[config.mk]
export PLATFORM = sky130hd
export DESIGN_NAME = uart_tx_scheduler_flat
export DESIGN_NICKNAME = d
export VERILOG_FILES = /design/src/rtl/uart_tx_scheduler_if.sv /design/src/rtl/uart_tx_scheduler.sv /design/src/flat_wrapper.sv
export SDC_FILE = /design/constraint.sdc
export NUM_CORES = 1
export LEC_CHECK = 0
export CORE_ASPECT_RATIO = 1.2
export CORE_UTILIZATION = 47
export CTS_BUF_LIST = sky130_fd_sc_hd__clkbuf_16
export DETAILED_ROUTE_END_ITERATION = 12
export PLACE_DENSITY = 0.75
export SYNTH_ARGS = -nofsm -noshare
export SYNTH_HDL_FRONTEND = slang
export SYNTH_SLANG_ARGS = --single-unit
[constraint.sdc]
create_clock -name clk -period 6.18 [get_ports clk]
set_clock_uncertainty 0.1 [all_clocks]
set_input_delay 1.236 -clock clk [delete_from_list [all_inputs] [get_ports clk]]
set_output_delay 1.236 -clock clk [all_outputs]
set_load 0.02 [all_outputs]
[src/rtl/uart_tx_scheduler_if.sv]
// Measurement-in / serializer-control-out bundle for the UART packet scheduler.
// The master drives frame_valid and measurements; the slave (scheduler) drives timing and snapshot.
interface uart_tx_scheduler_if;
    logic        frame_valid;
    logic [11:0] centre_pos_x_in;
    logic [11:0] centre_pos_y_in;
    logic [9:0]  angle_x_in;
    logic [9:0]  angle_y_in;
    logic        chieu_xoay_in;

    logic        baud_clk;
    logic        tx_int;
    logic [11:0] centre_pos_x;
    logic [11:0] centre_pos_y;
    logic [9:0]  angle_x;
    logic [9:0]  angle_y;
    logic        chieu_xoay;
    logic        busy;
    logic [15:0] frames_sent;
    logic [7:0]  overwrite_cnt;

    modport master (
        output frame_valid, centre_pos_x_in, centre_pos_y_in, angle_x_in, angle_y_in, chieu_xoay_in,
        input  baud_clk, tx_int, centre_pos_x, centre_pos_y, angle_x, angle_y, chieu_xoay,
        input  busy, frames_sent, overwrite_cnt
    );

    modport slave (
        input  frame_valid, centre_pos_x_in, centre_pos_y_in, angle_x_in, angle_y_in, chieu_xoay_in,
        output baud_clk, tx_int, centre_pos_x, centre_pos_y, angle_x, angle_y, chieu_xoay,
        output busy, frames_sent, overwrite_cnt
    );
endinterface

[src/rtl/uart_tx_scheduler.sv]
// Paces measurement snapshots into fixed-length serializer windows, one-deep pending buffer, heartbeat resend.
// tx_int rises on the baud fall edge after LOAD; no backpressure -- newer measurements overwrite pending ones.
module uart_tx_scheduler #(
    parameter int CLK_DIV_HALF   = 2604,
    parameter int FRAME_BITS     = 122,
    parameter int GAP_BITS       = 2,
    parameter int HEARTBEAT_BITS = 9600
) (
    input  logic               clk,
    input  logic               rst_n,
    uart_tx_scheduler_if.slave sif
);
    localparam int BW = $clog2(FRAME_BITS + 1);
    localparam int GW = $clog2(GAP_BITS + 1);
    localparam int HW = $clog2(HEARTBEAT_BITS + 1);

    localparam logic [11:0]   DIV_TC   = 12'(CLK_DIV_HALF - 1);
    localparam logic [BW-1:0] BIT_LAST = BW'(FRAME_BITS - 1);
    localparam logic [GW-1:0] GAP_LAST = GW'(GAP_BITS - 1);
    localparam logic [HW-1:0] HB_LAST  = HW'(HEARTBEAT_BITS - 1);

    typedef struct packed {
        logic [11:0] pos_x;
        logic [11:0] pos_y;
        logic [9:0]  ang_x;
        logic [9:0]  ang_y;
        logic        dir;
    } meas_t;

    typedef enum logic [1:0] {IDLE, LOAD, SEND, GAP} state_t;

    state_t        state_q, state_d;
    logic [11:0]   div_cnt_q, div_cnt_d;
    logic          baud_clk_q, baud_clk_d;
    logic          tx_int_q, tx_int_d;
    logic [BW-1:0] bit_cnt_q, bit_cnt_d;
    logic [GW-1:0] gap_cnt_q, gap_cnt_d;
    logic [HW-1:0] hb_cnt_q, hb_cnt_d;
    logic          pend_q, pend_d;
    logic          copied_q, copied_d;
    meas_t         pending_q, pending_d;
    meas_t         snap_q, snap_d;
    logic [15:0]   frames_sent_q, frames_sent_d;
    logic [7:0]    overwrite_cnt_q, overwrite_cnt_d;

    meas_t meas_in;
    logic  div_tc, fall_ev, bit_last, gap_last, hb_hit, load_copy, busy;

    assign meas_in  = {sif.centre_pos_x_in, sif.centre_pos_y_in, sif.angle_x_in,
                       sif.angle_y_in, sif.chieu_xoay_in};
    assign div_tc   = (div_cnt_q == DIV_TC);
    assign fall_ev  = div_tc & baud_clk_q;
    assign bit_last = (bit_cnt_q == BIT_LAST);
    assign gap_last = (gap_cnt_q == GAP_LAST);
    assign hb_hit   = (hb_cnt_q == HB_LAST);

    // Pending data is taken once per LOAD visit; a later arrival in the same LOAD waits for the next packet.
    assign load_copy = (state_q == LOAD) && pend_q && !copied_q;

    always_ff @(posedge clk or negedge rst_n) begin
        if (!rst_n) begin
            state_q <= IDLE;
        end else begin
            state_q <= state_d;
        end
    end

    always_comb begin
        state_d = state_q;
        case (state_q)
            IDLE:    if (pend_q || hb_hit)       state_d = LOAD;
            LOAD:    if (fall_ev)                state_d = SEND;
            SEND:    if (fall_ev && bit_last)    state_d = GAP;
            GAP:     if (fall_ev && gap_last)    state_d = IDLE;
            default:                             state_d = IDLE;
        endcase
    end

    always_comb begin
        div_cnt_d       = div_tc ? 12'd0 : div_cnt_q + 12'd1;
        baud_clk_d      = baud_clk_q ^ div_tc;
        busy            = (state_q != IDLE);

        tx_int_d        = tx_int_q;
        bit_cnt_d       = bit_cnt_q;
        gap_cnt_d       = gap_cnt_q;
        frames_sent_d   = frames_sent_q;
        if (state_q == LOAD && fall_ev) begin
            tx_int_d      = 1'b1;
            bit_cnt_d     = '0;
            frames_sent_d = frames_sent_q + 16'd1;
        end
        if (state_q == SEND && fall_ev) begin
            bit_cnt_d = bit_cnt_q + 1'b1;
            if (bit_last) begin
                tx_int_d  = 1'b0;
                gap_cnt_d = '0;
            end
        end
        if (state_q == GAP && fall_ev) begin
            gap_cnt_d = gap_cnt_q + 1'b1;
        end

        // Counting only in IDLE; holding at zero elsewhere gives a clean start on every IDLE entry.
        hb_cnt_d = hb_cnt_q;
        if (sif.frame_valid || state_q != IDLE) begin
            hb_cnt_d = '0;
        end else if (fall_ev) begin
            hb_cnt_d = hb_cnt_q + 1'b1;
        end

        pend_d          = pend_q;
        pending_d       = pending_q;
        overwrite_cnt_d = overwrite_cnt_q;
        if (load_copy) begin
            pend_d = 1'b0;
        end
        if (sif.frame_valid) begin
            pending_d = meas_in;
            pend_d    = 1'b1;
            if (pend_q && !load_copy && overwrite_cnt_q != 8'hFF) begin
                overwrite_cnt_d = overwrite_cnt_q + 8'd1;
            end
        end

        snap_d   = load_copy ? pending_q : snap_q;
        copied_d = (state_q == LOAD) && (copied_q || load_copy);
    end

    always_ff @(posedge clk or negedge rst_n) begin
        if (!rst_n) begin
            div_cnt_q       <= '0;
            baud_clk_q      <= 1'b0;
            tx_int_q        <= 1'b0;
            bit_cnt_q       <= '0;
            gap_cnt_q       <= '0;
            hb_cnt_q        <= '0;
            pend_q          <= 1'b0;
            copied_q        <= 1'b0;
            pending_q       <= '0;
            snap_q          <= '0;
            frames_sent_q   <= '0;
            overwrite_cnt_q <= '0;
        end else begin
            div_cnt_q       <= div_cnt_d;
            baud_clk_q      <= baud_clk_d;
            tx_int_q        <= tx_int_d;
            bit_cnt_q       <= bit_cnt_d;
            gap_cnt_q       <= gap_cnt_d;
            hb_cnt_q        <= hb_cnt_d;
            pend_q          <= pend_d;
            copied_q        <= copied_d;
            pending_q       <= pending_d;
            snap_q          <= snap_d;
            frames_sent_q   <= frames_sent_d;
            overwrite_cnt_q <= overwrite_cnt_d;
        end
    end

    assign sif.baud_clk      = baud_clk_q;
    assign sif.tx_int        = tx_int_q;
    assign sif.centre_pos_x  = snap_q.pos_x;
    assign sif.centre_pos_y  = snap_q.pos_y;
    assign sif.angle_x       = snap_q.ang_x;
    assign sif.angle_y       = snap_q.ang_y;
    assign sif.chieu_xoay    = snap_q.dir;
    assign sif.busy          = busy;
    assign sif.frames_sent   = frames_sent_q;
    assign sif.overwrite_cnt = overwrite_cnt_q;
endmodule

[src/flat_wrapper.sv]
// flat-port wrapper written by rule: the top's interface ports become plain ports
module uart_tx_scheduler_flat 
#(
    parameter int CLK_DIV_HALF   = 2604,
    parameter int FRAME_BITS     = 122,
    parameter int GAP_BITS       = 2,
    parameter int HEARTBEAT_BITS = 9600
)
  (clk, rst_n, sif_frame_valid, sif_centre_pos_x_in, sif_centre_pos_y_in, sif_angle_x_in, sif_angle_y_in, sif_chieu_xoay_in, sif_baud_clk, sif_tx_int, sif_centre_pos_x, sif_centre_pos_y, sif_angle_x, sif_angle_y, sif_chieu_xoay, sif_busy, sif_frames_sent, sif_overwrite_cnt);
  uart_tx_scheduler_if sif_i ();
  input  logic clk;
  input  logic rst_n;
  input wire logic [$bits(sif_i.frame_valid)-1:0] sif_frame_valid;
  input wire logic [$bits(sif_i.centre_pos_x_in)-1:0] sif_centre_pos_x_in;
  input wire logic [$bits(sif_i.centre_pos_y_in)-1:0] sif_centre_pos_y_in;
  input wire logic [$bits(sif_i.angle_x_in)-1:0] sif_angle_x_in;
  input wire logic [$bits(sif_i.angle_y_in)-1:0] sif_angle_y_in;
  input wire logic [$bits(sif_i.chieu_xoay_in)-1:0] sif_chieu_xoay_in;
  output wire logic [$bits(sif_i.baud_clk)-1:0] sif_baud_clk;
  output wire logic [$bits(sif_i.tx_int)-1:0] sif_tx_int;
  output wire logic [$bits(sif_i.centre_pos_x)-1:0] sif_centre_pos_x;
  output wire logic [$bits(sif_i.centre_pos_y)-1:0] sif_centre_pos_y;
  output wire logic [$bits(sif_i.angle_x)-1:0] sif_angle_x;
  output wire logic [$bits(sif_i.angle_y)-1:0] sif_angle_y;
  output wire logic [$bits(sif_i.chieu_xoay)-1:0] sif_chieu_xoay;
  output wire logic [$bits(sif_i.busy)-1:0] sif_busy;
  output wire logic [$bits(sif_i.frames_sent)-1:0] sif_frames_sent;
  output wire logic [$bits(sif_i.overwrite_cnt)-1:0] sif_overwrite_cnt;
  assign sif_i.frame_valid = sif_frame_valid;
  assign sif_i.centre_pos_x_in = sif_centre_pos_x_in;
  assign sif_i.centre_pos_y_in = sif_centre_pos_y_in;
  assign sif_i.angle_x_in = sif_angle_x_in;
  assign sif_i.angle_y_in = sif_angle_y_in;
  assign sif_i.chieu_xoay_in = sif_chieu_xoay_in;
  assign sif_baud_clk = sif_i.baud_clk;
  assign sif_tx_int = sif_i.tx_int;
  assign sif_centre_pos_x = sif_i.centre_pos_x;
  assign sif_centre_pos_y = sif_i.centre_pos_y;
  assign sif_angle_x = sif_i.angle_x;
  assign sif_angle_y = sif_i.angle_y;
  assign sif_chieu_xoay = sif_i.chieu_xoay;
  assign sif_busy = sif_i.busy;
  assign sif_frames_sent = sif_i.frames_sent;
  assign sif_overwrite_cnt = sif_i.overwrite_cnt;
  uart_tx_scheduler #(.CLK_DIV_HALF(CLK_DIV_HALF), .FRAME_BITS(FRAME_BITS), .GAP_BITS(GAP_BITS), .HEARTBEAT_BITS(HEARTBEAT_BITS)) u_core (.clk(clk), .rst_n(rst_n), .sif(sif_i));
endmodule
* After elaboration in Yosys (flattened, before gate mapping)
Cells that the tools add are included.
Storage, ports and cells: flip-flop bits (word level) 155, input bits 48
Operators by class: muxes and demuxes 18, add/sub/neg operators 6, reductions and logical operators 25, bitwise operators 2, equality and inequality tests 12
Operators by type and width (count):
- 2-to-1 mux 14 bit | 2
- adder 16 x 1 -> 16 bit (second input constant) | 1
- adder 14 x 1 -> 14 bit (second input constant) | 1
- equality test 14 bit (second input constant) | 1
- 2-to-1 mux 2 bit | 7
- 2-to-1 mux 7 bit | 2
- adder 12 x 1 -> 12 bit (second input constant) | 1
- equality test 12 bit (second input constant) | 1
- 2-to-1 mux 12 bit | 1
- nonzero test 2 bit | 6
- logical AND 1 bit | 10
- adder 8 x 1 -> 8 bit (second input constant) | 1
- inequality test 2 x 1 -> 1 bit (second input constant) | 4
- inequality test 8 bit (second input constant) | 1
- one-hot mux 2 bit (4 select lines) | 1
- adder 7 x 1 -> 7 bit (second input constant) | 1
- equality test 7 bit (second input constant) | 1
- 2-to-1 mux 1 bit | 5
- equality test 2 x 1 -> 1 bit (second input constant) | 2
- equality test 2 bit (second input constant) | 2
- AND reduction 2 bit | 2
- AND reduction 4 bit | 1
- logical OR 1 bit | 3
- adder 2 x 1 -> 2 bit (second input constant) | 1
- 4 further kinds | 5

* Depth between registers and ports, before layout
depth in word-level cells 7, gate-level depth with buffers 10, depth with buffers taken out 8

* Least setup slack after synthesis
Ideal clock, no wire load.
path kind register to register, from register u_core.div_cnt_q[0], to register u_core.frames_sent_q[13], in the netlist u_core.sif.frames_sent[13], path buffers 2, stages on the path, launching flop included 11, slack 3.648 ns, data arrival time 2.303 ns, library setup time 0.129 ns, cell sequence dfrtp_1 > ha_1 > and4b_1 > and4_1 > clkbuf_1 > ha_1 > buf_4 > nand3_2 > nor4_2 > nand3_1 > xnor2_1
Between the ends: cells in the longest elaborated chain, start to end 3
Ends and longest elaborated chain:
- start, declared | line uart_tx_scheduler.sv:33 | logic [11:0] div_cnt_q, div_cnt_d;
- start signal, assigned | line uart_tx_scheduler.sv:145 | div_cnt_q <= div_cnt_d;
- equality test 12 bit | line uart_tx_scheduler.sv:51 | assign div_tc = (div_cnt_q == DIV_TC);
- bitwise AND 1 bit | line uart_tx_scheduler.sv:52 | assign fall_ev = div_tc & baud_clk_q;
- logical AND 1 bit | line uart_tx_scheduler.sv:88 | if (state_q == LOAD && fall_ev) begin
- end signal, assigned | line uart_tx_scheduler.sv:155 | frames_sent_q <= frames_sent_d;
- end, declared | line uart_tx_scheduler.sv:43 | logic [15:0] frames_sent_q, frames_sent_d;
No other way between the ends. A chain may end at the register's enable or synchronous reset.

* Worst setup path in the final report
from register u_core.state_q[0], to output port sif_busy
Between the ends: cells in the longest elaborated chain, start to end 1
Ends and longest elaborated chain:
- start, declared | line uart_tx_scheduler.sv:32 | state_t state_q, state_d;
- start signal, assigned | line uart_tx_scheduler.sv:64 | state_q <= state_d;
- nonzero test 2 bit | line uart_tx_scheduler.sv:82 | busy = (state_q != IDLE);
- end, declared | line flat_wrapper.sv:26 | output wire logic [$bits(sif_i.busy)-1:0] sif_busy;
No other way between the ends.

==> impl_results.md <==
* Port bufs at between 100 and 150
* Setup total negative slack at 0 ns
* Hold-critical path depth at 1
* Post-synthesis register bit count at 155
* Leak Pwr at 3.64 nW
* Nets in the synthesized netlist at 553
* Layout area overhead at 28.9%
* Height of the chip at roughly 130 um
* Clock Path Buffers at 2
* Post-synth cell types at 52
* Outcome: complete, no violations
* Most area-consuming cells after synthesis: dfrtp_1 (59%), mux2_2 (16%), xnor2_1 (3.5%), ha_1 (2.7%), xor2_1 (1.9%)
* Worst setup path category: reg -> out
* Count of endpoints failing setup in the final report at 0
* Worst relative slew slack at 40.0%
* Sinks on Clock Net at 155
* Cell area after synthesis at 6540 um^2
* Area share of the leading cell type in the synthesized netlist at about 59%
* CP max FO at 4
* Total Routing Usage GR at a little under a fifth
* Standard-cell rows at 46
* Period Utilization, post-route at 53.4%
* Detailed-route via count at approximately 4200
* Critical path data required time at 4.84 ns
* Pins Over Slew Limit at 0
* Routing usage on met2 at 31.0%
* Hold Fails Final Rpt at 0
* Post-Syn Area per Cell at ~13 um^2
* Setup repair after global routing missed its margin: false
* Transition time of the tightest slew-check pin at 0.900 ns
* Number of synthesized flops with an enable pin at 0
* Class of the tightest hold or removal check: reg -> reg
* Final wirelength at 12600 um
* Post-CTS setup buffer count at 0
* Fill count at 1043
* Number of synthesis warnings at 0
* Met3 global-route usage at 8.23%
* HPWL Detailed at about 8500 um
* Startpoint of the tightest hold check path: u_core.div_cnt_q[0]
* Worst reg2reg setup slack at ~3.1 ns
* Core region area at roughly 13000 um^2
* Count of nets after finishing at 677
* Share of the core filled with cells at between 60% and 70%
* H-tree depth at 4
* Vias in the first global route at between 4000 and 5000
* Met1 track demand over resource in global routing at between 20% and 30%
* Final ANT Viol Nets at 0
* Arrival time of the worst setup path at 1.96 ns
* Die ar. at 14400 um^2
* Final estimated routing congestion in global placement at a little over 0.8
* DR iter-0 viols at 194
* Iteration count of the initial detailed-routing pass at 4
* Maximum vdd drop at between 0.0002 and 0.00025 V
* Cts repair resizes at 0
* Maximum number of pins on one net before global-route repair at 101
* Remaining global-route overflow at 0
* CTS tree: built
* Worst reg2reg endpoint: u_core.gap_cnt_q[1]
* ANT cells at 0
* Busiest layer in global routing: met2
* Power Density at roughly 400 nW/um^2
* Clock transition at the registers of the reported paths at 0.06 ns
* Post-route minimum period at 3.30 ns
* Max cap viols at 0
* Hold-critical path endpoint: u_core.div_cnt_q[0]
* Worst skew pair latency at ~0.42 ns
* Quantity of hold-fixing buffers added after cts at 0
* Buffer cell driving the clock tree root: clkbuf_16
* Nature of the critical path startpoint: register
* Seq/Total Area, Yosys at 59.3%
* Reg2Reg Depth at 8
* Mapped Cells at 491
* Prevailing post-synth register cell: dfrtp_1
* Num ports at 120
* Width of the die at 110 um
* Category of the worst setup path capture point: output port
* Via/cell ratio at 5.27
* Layout cell share with drive strength beyond 1 at approximately 21%
* Average wire per cell in the routed design at 15.8 um
* Share of synthesized flip-flops with an asynchronous set or reset at between 90% and 100%
* Crit Reg-Reg Startpoint: u_core.div_cnt_q[0]
* Total DRC errors in the routed layout at 0
* Library cell with the largest summed area after synthesis: dfrtp_1
* TritonCTS buffer count at 17
* Initial standard-cell utilization of the core at 48.8%
* First-pass GRT wire length at 21300 um
* Number of antenna violations at the first check in global routing at 0
* Peak Freq at about 300 MHz
## where the power goes
| group | switching [mW] | total [mW] | internal, mW |
|---|---|---|---|
| combinational | 0.541 | 1.14 | 0.599 |
| sequential | 0.136 | 1.37 | 1.23 |
| clock | 0.407 | 0.959 | 0.552 |
## cells in the mapped netlist (5+ instances only)
cell      instances
nand4_1          17
mux2_2           91
dfrtp_1         155
xor2_1           14
nor4_1            5
and3_1            7
nor2_1           27
ha_1             14
xnor2_1          26
buf_2            10
inv_1            10
clkbuf_1          6
nor3_1            6
nand3_1          13
o21ai_0          12
nand2_1          30
## layout by cell type (no fill, tap or decap), types with 2 or more instances in the layout
| cell type | instances |
|---|---|
| inv_1 | 11 |
| clkinv_1 | 4 |
| nor4b_1 | 3 |
| mux2_2 | 91 |
| and3_1 | 7 |
| clkinv_4 | 4 |
| nand3b_1 | 3 |
| ha_1 | 14 |
| xnor2_1 | 26 |
| xor2_1 | 14 |
| clkdlybuf4s50_1 | 117 |
| nor2b_1 | 2 |
| nand2_1 | 30 |
| buf_4 | 3 |
| o21a_1 | 2 |
| clkbuf_16 | 17 |
| nor2_1 | 27 |
| clkinvlp_4 | 2 |
| inv_6 | 3 |
| nand2b_1 | 2 |
| nor3_1 | 6 |
| dfrtp_1 | 155 |
| o21ai_0 | 12 |
| nand3_1 | 13 |
| and2_1 | 3 |
| nor4_1 | 5 |
| a21oi_1 | 3 |
| nand4_1 | 17 |
| mux2i_1 | 2 |
## logic make-up after synthesis
group	Yosys count	synth area share [%]
AO/OA/AOI/OAI	31	3.62
XOR/XNOR	40	5.36
flip-flops	155	59.3
multiplexers	94	16.2
AND/OR/NAND/NOR	130	11.1
adder cells (fa/ha/maj)	14	2.68
buffers and inverters	27	1.80
## registers in the layout, summed over array words and instances (netlist names)
signal and flops:
u_core.pending_q 45, u_core.sif.frames_sent 16, u_core.hb_cnt_q 14, u_core.div_cnt_q 12, u_core.sif.centre_pos_x 12, u_core.sif.centre_pos_y 12, u_core.sif.angle_x 10, u_core.sif.angle_y 10
u_core.sif.overwrite_cnt 8, u_core.bit_cnt_q 7, u_core.gap_cnt_q 2, u_core.state_q 2, u_core.copied_q 1, u_core.pend_q 1, u_core.sif.baud_clk 1, u_core.sif.chieu_xoay 1
u_core.sif.tx_int 1
## through the flow
| stage | instances | setup slack [ns] | hold WS, ns | cell area (um^2) | total power, mW |
|---|---|---|---|---|---|
| final | 796 | 2.88 | 0.352 | 8430 | 3.47 |
| after global routing | 796 | 2.80 | 0.402 | 8430 | 3.63 |
| after CTS | 796 | 2.89 | 0.358 | 8430 | 3.51 |
| after detailed placement | 764 | 2.97 | 0.350 | 7880 | 2.53 |
| after global placement | 764 | 3.07 | 0.335 | 7880 | 2.49 |
| after floorplan | 491 | 3.65 | 0.324 | 6540 | 2.01 |
## worst max path at each step
stage	endpoint	start	cells past startpoint
6_report	sif_busy	u_core.state_q[0]	4
3_3_place_gp	u_core.hb_cnt_q[13]	sif_frame_valid	6
2_1_floorplan	u_core.sif.frames_sent[13]	u_core.div_cnt_q[0]	10
5_1_grt	sif_busy	u_core.state_q[0]	4
3_5_place_dp	u_core.hb_cnt_q[13]	sif_frame_valid	6
4_1_cts	sif_busy	u_core.state_q[0]	4
## cell type report
class,count,area [um^2],share of cell area [%]
repair buffers,122,1210,14.3
multi-input cells,309,2540,30.2
clock inverters,15,125,1.48
clock buffers,17,425,5.05
inverters,10,37.5,0.445
flip-flops and latches,155,3880,46.0
well taps,168,210,2.49
## worst max-delay path, cell delays in order, from the launching register on
cell and delay, ns:
dfrtp_1 0.39, inv_1 0.11, ha_1 0.26, inv_1 0.16, clkdlybuf4s50_1 0.63
## layer usage
metal,part of all wire [%],vias up
met5,0,-
met2,49,104
met1,41,2096
met3,8.0,15
li1,-,1982
met4,1.6,0
(Power assumes the default switching activity.)
==> patch 1 (same flow settings) <==
`CLK_DIV_HALF` is set to 2604 in 2 places; all go to 1953.
--- a/src/rtl/uart_tx_scheduler.sv
+++ b/src/rtl/uart_tx_scheduler.sv
@@ -1,7 +1,7 @@
 // Paces measurement snapshots into fixed-length serializer windows, one-deep pending buffer, heartbeat resend.
 // tx_int rises on the baud fall edge after LOAD; no backpressure -- newer measurements overwrite pending ones.
 module uart_tx_scheduler #(
-    parameter int CLK_DIV_HALF   = 2604,
+    parameter int CLK_DIV_HALF   = 1953,
     parameter int FRAME_BITS     = 122,
     parameter int GAP_BITS       = 2,
     parameter int HEARTBEAT_BITS = 9600
--- a/src/flat_wrapper.sv
+++ b/src/flat_wrapper.sv
@@ -1,7 +1,7 @@
 // flat-port wrapper written by rule: the top's interface ports become plain ports
 module uart_tx_scheduler_flat 
 #(
-    parameter int CLK_DIV_HALF   = 2604,
+    parameter int CLK_DIV_HALF   = 1953,
     parameter int FRAME_BITS     = 122,
     parameter int GAP_BITS       = 2,
     parameter int HEARTBEAT_BITS = 9600
Behaviour: same outputs for any inputs over 10 cycles, from zero or initial values and one cycle with rst_n low; that may be too few to reach the edited logic, so the function may still have changed.
==> patch 1 against the unedited design <==
Design area down 0.49%. Global-route usage grew 0.57 points. First-iteration DRC count decreased by 30%. Total power fell by 0.15%. Sequential cell count is the same. Synthesized area is 0.90% lower. Routed wire length up 2.9%. Setup slack got worse by 0.32 ns. Critical endpoint is now u_core.sif.frames_sent[13]$_DFFE_PN0P_. Largest power group unchanged.
==> patch 1: results (changes against the unedited design) <==
| Metric | Value |
|---|---|
| Share of cells above drive strength 1 | `0.204 (was 0.215)` |
| Top Layer Used | `met4 (unchanged)` |
| Root Buffer | `clkbuf_16 (unchanged)` |
| Vias per inst | `5.26 (was 5.27)` |
| Syn avg cell area | `13.2 um2 (was 13.3 um2)` |
| Synth top cells by count | `155 x dfrtp_1, 92 x mux2_2, 29 x nor2_1 (was 155 x dfrtp_1, 91 x mux2_2, 30 x nand2_1)` |
| GPL Wtd Cong | `0.789 (was 0.812)` |
| Worst-Margin Slew | `0.824 ns (was 0.900 ns)` |
| Compound-cell area share of the yosys netlist | `0.0237 (was 0.0362)` |
| Routed WL | `12900 um (was 12600 um)` |
| Synth area leaders | `dfrtp_1 60%, mux2_2 16%, xor2_1 3.1% (was dfrtp_1 59%, mux2_2 16%, xnor2_1 3.5%)` |
| Hold WC Path Type | `reg2reg (unchanged)` |
| Peak fanout along the critical path | `20 (was 4)` |
| Largest net degree at the start of global routing | `91 (was 101)` |
| Wl on met1 | `5230 um (was 5180 um)` |
| DP HPWL | `8970 um (was 8530 um)` |
| Yosys cell types | `46 (was 52)` |
| Final Net Count | `678 (was 677)` |
| Vias in the first global route | `4451 (was 4560)` |
| GR Util All Layers | `0.196 (was 0.191)` |
| Synth Area in XOR/XNOR | `0.0567 (was 0.0536)` |
| Register area share after synthesis | `0.598 (was 0.593)` |
| Initial drt markers | `135 (was 194)` |
| Status | `completed (unchanged)` |
| First-pass GRT wire length | `21200 um (was 21300 um)` |
| Port bufs | `119 (unchanged)` |
| Adder-cell share of the synthesized area | `0.0290 (was 0.0268)` |
| LEAKAGE | `3.63 nW (was 3.64 nW)` |
| Routed wl met3 | `581 um (was 1010 um)` |
| Worst VDD drop | `0.254 mV (was 0.235 mV)` |
| Met2 WL | `6800 um (was 6170 um)` |
| Fillers | `1054 (was 1043)` |
| Mux share of post-synthesis cell area | `0.166 (was 0.162)` |
| DR WL/cell | `16.2 um (was 15.8 um)` |
[patch 1: cell count changes after synthesis, moves of 3 or more]
cell	delta
buf_1	+3
nand3_1	+10
nand2_1	-4
clkbuf_1	-3
xnor2_1	-7
o21ai_0	-4
xor2_1	+9
nand4_1	-3
[patch 1: worst max-delay path: stages (launching register included)]
cell and delay [ns]:
dfrtp_1 0.43, inv_1 0.08, ha_1 0.14, or4b_4 0.47
nor4_4 0.39, ha_1 0.75, nand3_1 0.24, nor4_1 0.59
nand3_1 0.17, xnor2_1 0.15
[patch 1: cell families after synthesis]
group / Yosys count
multiplexers: 96
XOR/XNOR: 42
AND/OR/NAND/NOR: 131
AO/OA/AOI/OAI: 23
flip-flops: 155
adder cells (fa/ha/maj): 15
buffers and inverters: 28
[patch 1: cell type report]
class                           count  area [um2]  share of cell area
Timing Repair Buffer              122        1210               0.144
Inverter                           12        45.0             0.00537
Multi-Input combinational cell    307        2490               0.296
Tap cell                          168         210              0.0251
Sequential cell                   155        3880               0.462
Clock inverter                     15         135              0.0161
Clock buffer                       17         425              0.0507
[patch 1: metal layers]
layer | up-vias | track usage
li1 | 1978 | -
met1 | 2094 | 0.228
met2 | 98 | 0.341
met3 | 20 | 0.0521
met4 | 0 | 0.0855
met5 | - | 0
[patch 1: worst paths after layout]
check | slack (ns) | depth (start not counted) | end | start
setup / recovery | 2.56 | 9 | u_core.sif.frames_sent[13]$_DFFE_PN0P_ | u_core.div_cnt_q[0]$_DFF_PN0_
hold / removal | 0.38 | 1 | u_core.sif.frames_sent[15]$_DFFE_PN0P_ | u_core.sif.frames_sent[15]$_DFFE_PN0P_
setup reg to reg | 2.56 | 9 | u_core.sif.frames_sent[13]$_DFFE_PN0P_ | u_core.div_cnt_q[0]$_DFF_PN0_
hold reg to reg | 0.38 | 1 | u_core.sif.frames_sent[15]$_DFFE_PN0P_ | u_core.sif.frames_sent[15]$_DFFE_PN0P_
max in group asynchronous | 3.86 | 2 | u_core.pending_q[41]$_DFFE_PN0P_ | rst_n
min in group asynchronous | 0.80 | 1 | u_core.sif.angle_y[1]$_DFFE_PN0P_ | rst_n
[patch 1: metrics by stage]
step	area, um2	power (mW)	setup slack (ns)
finish	8390	3.46	2.56
global placement	7830	2.47	2.68
global route	8390	3.63	2.24
floorplan	6480	1.99	3.31
detailed placement	7830	2.51	2.54
CTS	8390	3.50	2.54
[patch 1: power by group]
part           leakage, nW  total, mW  internal, mW  switching [mW]
Combinational         1.41       1.11         0.583           0.529
Sequential            1.93       1.37          1.23           0.134
Clock                0.287      0.983         0.587           0.397
==> patch 2 (same settings) <==
Without the edit above. One comparison of `bit_cnt_q` changes from == to >=.
--- a/src/rtl/uart_tx_scheduler.sv
+++ b/src/rtl/uart_tx_scheduler.sv
@@ -50,7 +50,7 @@
                        sif.angle_y_in, sif.chieu_xoay_in};
     assign div_tc   = (div_cnt_q == DIV_TC);
     assign fall_ev  = div_tc & baud_clk_q;
-    assign bit_last = (bit_cnt_q == BIT_LAST);
+    assign bit_last = (bit_cnt_q >= BIT_LAST);
     assign gap_last = (gap_cnt_q == GAP_LAST);
     assign hb_hit   = (hb_cnt_q == HB_LAST);
 
Formal check against the unedited RTL: no difference found for any inputs over 10 cycles, from zero or initial values and one cycle with rst_n low; that may be too few to reach the edited logic, so the function may still have changed.
==> patch 2 against the unedited design <==
Largest cell class unchanged. Design area is 1.1% lower. Global-route usage decreased by 0.55 points. Highest routed layer unchanged. Sequential cell count unchanged. Hold slack gained 0.0041 ns. Total power up 0.46%. Setup slack improved by 0.051 ns. Synthesized cell count is 3.7% lower. Count of clock-buffer cells in the layout did not move. Routed wire length decreased by 2.7%. Register-to-register slack got worse by 0.11 ns. Synthesized area shrank 2.2%.
==> patch 2: results (changes against the unedited design) <==
| Metric | Value |
|---|---|
| Status | `completed (unchanged)` |
| LEAKAGE | `3.56 nW (was 3.64 nW)` |
| Arrival @ worst endpoint | `1.91 ns (was 1.96 ns)` |
| N_diodes | `0 (unchanged)` |
| Yosys cell types | `44 (was 52)` |
| GR Util All Layers | `0.185 (was 0.191)` |
| Worst VDD drop | `0.304 mV (was 0.235 mV)` |
| Reg2Reg Capture Point | `u_core.hb_cnt_q[9]$_DFFE_PN0P_ (was u_core.gap_cnt_q[1]$_DFFE_PN0P_)` |
| Placed cell area | `0.00775 mm2 (was 0.00788 mm2)` |
| DP HPWL | `8260 um (was 8530 um)` |
| Initial drt markers | `156 (was 194)` |
| Worst-Skew Late Latency | `0.42 ns (about the same)` |
| Resized cells post-CTS | `0 (unchanged)` |
| Final Net Count | `664 (was 677)` |
| Synth Net Count | `535 (was 553)` |
| Max reg flops | `45 (unchanged)` |
| Finish-stage setup viols | `0 (unchanged)` |
| CP max stage cell | `clkdlybuf4s50_1 (unchanged)` |
| GPL Wtd Cong | `0.746 (was 0.812)` |
| Synth top cells by count | `155 x dfrtp_1, 92 x mux2_2, 34 x nor2_1 (was 155 x dfrtp_1, 91 x mux2_2, 30 x nand2_1)` |
| Ys Warns | `0 (unchanged)` |
| First-pass GRT wire length | `20100 um (was 21300 um)` |
| Slack of the worst reg-to-reg path | `3.03 ns (was 3.14 ns)` |
| Antenna violations before repair | `0 (unchanged)` |
| Top_reg_cell synth | `dfrtp_1 (unchanged)` |
| Post-CTS Setup Inserts | `0 (unchanged)` |
| DR WL/cell | `15.6 um (was 15.8 um)` |
| Worst Reg2Reg Path Length in Cells | `9 (was 8)` |
| Fillers | `1030 (was 1043)` |
| Root Buffer | `clkbuf_16 (unchanged)` |
| Port bufs | `119 (unchanged)` |
| Clk slew on worst S/H paths | `0.07 ns` |
| Via count | `4012 (was 4197)` |
| Share of cells above drive strength 1 | `0.220 (was 0.215)` |
| Worst-Margin Slew | `0.845 ns (was 0.900 ns)` |
| Largest Register | `u_core.pending_q (unchanged)` |
| TritonCTS Buffers | `17 (unchanged)` |
| Register area share after synthesis | `0.607 (was 0.593)` |
| Max incr delay on CP | `0.62 ns` |
| Worst setup path class | `reg2out (unchanged)` |
| Crit path capture | `sif_busy (unchanged)` |
| Drt pass-1 iters | `4 (unchanged)` |
| Cell family with most CP delay | `buffers and inverters (unchanged)` |
| Vias in the first global route | `4178 (was 4560)` |
| Synth area leaders | `dfrtp_1 61%, mux2_2 16%, xnor2_1 4.0% (was dfrtp_1 59%, mux2_2 16%, xnor2_1 3.5%)` |
| Hold Crit Depth | `1 (unchanged)` |
| H-Tree Depth | `4 (unchanged)` |
| Launch point of the worst reg-to-reg path | `u_core.div_cnt_q[4]$_DFF_PN0_ (was u_core.div_cnt_q[0]$_DFF_PN0_)` |
| Largest net degree at the start of global routing | `97 (was 101)` |
-- patch 2: cell types whose count changed in the layout (fill, tap and decap cells not counted), sizes merged, moves of 2 or more --
cell	change
and2	-2
and3	+5
clkinv	-4
inv	+2
nand2	-2
nand2b	+2
nand3	+6
nand4	-10
nor2	+7
nor3	-2
nor4	-6
o21ai	-6
xnor2	+3
xor2	+2
-- patch 2: area by class of cell --
type	count	area (um2)	share of cell area
clock buffers	17	425	0.0510
clock inverters	15	158	0.0189
inverters	8	30.0	0.00360
multi-input cells	298	2430	0.291
flip-flops and latches	155	3880	0.465
well taps	168	210	0.0252
repair buffers	122	1210	0.145
-- patch 2: worst min-delay path by stage --
stage                                        startpoint                            end  slack (ns)
after global routing      u_core.div_cnt_q[0]$_DFF_PN0_  u_core.div_cnt_q[0]$_DFF_PN0_        0.37
after detailed placement  u_core.div_cnt_q[0]$_DFF_PN0_  u_core.div_cnt_q[0]$_DFF_PN0_        0.35
final                     u_core.div_cnt_q[0]$_DFF_PN0_  u_core.div_cnt_q[0]$_DFF_PN0_        0.36
after floorplan           u_core.div_cnt_q[0]$_DFF_PN0_  u_core.div_cnt_q[0]$_DFF_PN0_        0.32
after CTS                 u_core.div_cnt_q[0]$_DFF_PN0_  u_core.div_cnt_q[0]$_DFF_PN0_        0.36
after global placement    u_core.div_cnt_q[0]$_DFF_PN0_  u_core.div_cnt_q[0]$_DFF_PN0_        0.34
-- patch 2: report_power, final --
part           switching (mW)  internal, mW  leakage [nW]
Sequential              0.132          1.23          1.93
Clock                   0.445         0.569         0.283
Combinational           0.522         0.584          1.35
-- patch 2: worst reg2reg max path, delay by kind of cell (launching register included) --
kind | cells | cell delay (ns)
fa+ha+maj | 1 | 0.55
flops | 1 | 0.42
xor+xnor | 1 | 0.11
simple gates | 7 | 1.83
-- patch 2: per-layer routing --
layer  share of wire  vias up  global-route usage
met5               0        -                   0
met4           0.027        0              0.0827
met3           0.051       24              0.0579
met2            0.50       93               0.296
met1            0.42     2005               0.232
li1                -     1890                   -
-- patch 2: cell families (layout without fill, tap and decap cells) --
logic type | after synthesis | after routing | share of synthesized area
flip-flops | 155 | 155 | 0.607
AND/OR/NAND/NOR | 126 | 126 | 0.103
multiplexers | 96 | 96 | 0.168
XOR/XNOR | 45 | 45 | 0.0616
buffers and inverters | 20 | 162 | 0.0141
AO/OA/AOI/OAI | 17 | 17 | 0.0190
adder cells (fa/ha/maj) | 14 | 14 | 0.0274
-- patch 2: through the flow --
| step | setup WS [ns] | hold slack (ns) | instances |
|---|---|---|---|
| finish | 2.93 | 0.357 | 783 |
| global route | 2.73 | 0.370 | 783 |
| CTS | 2.91 | 0.358 | 783 |
| detailed placement | 3.01 | 0.349 | 751 |
| global placement | 3.04 | 0.336 | 751 |
| floorplan | 3.59 | 0.324 | 473 |
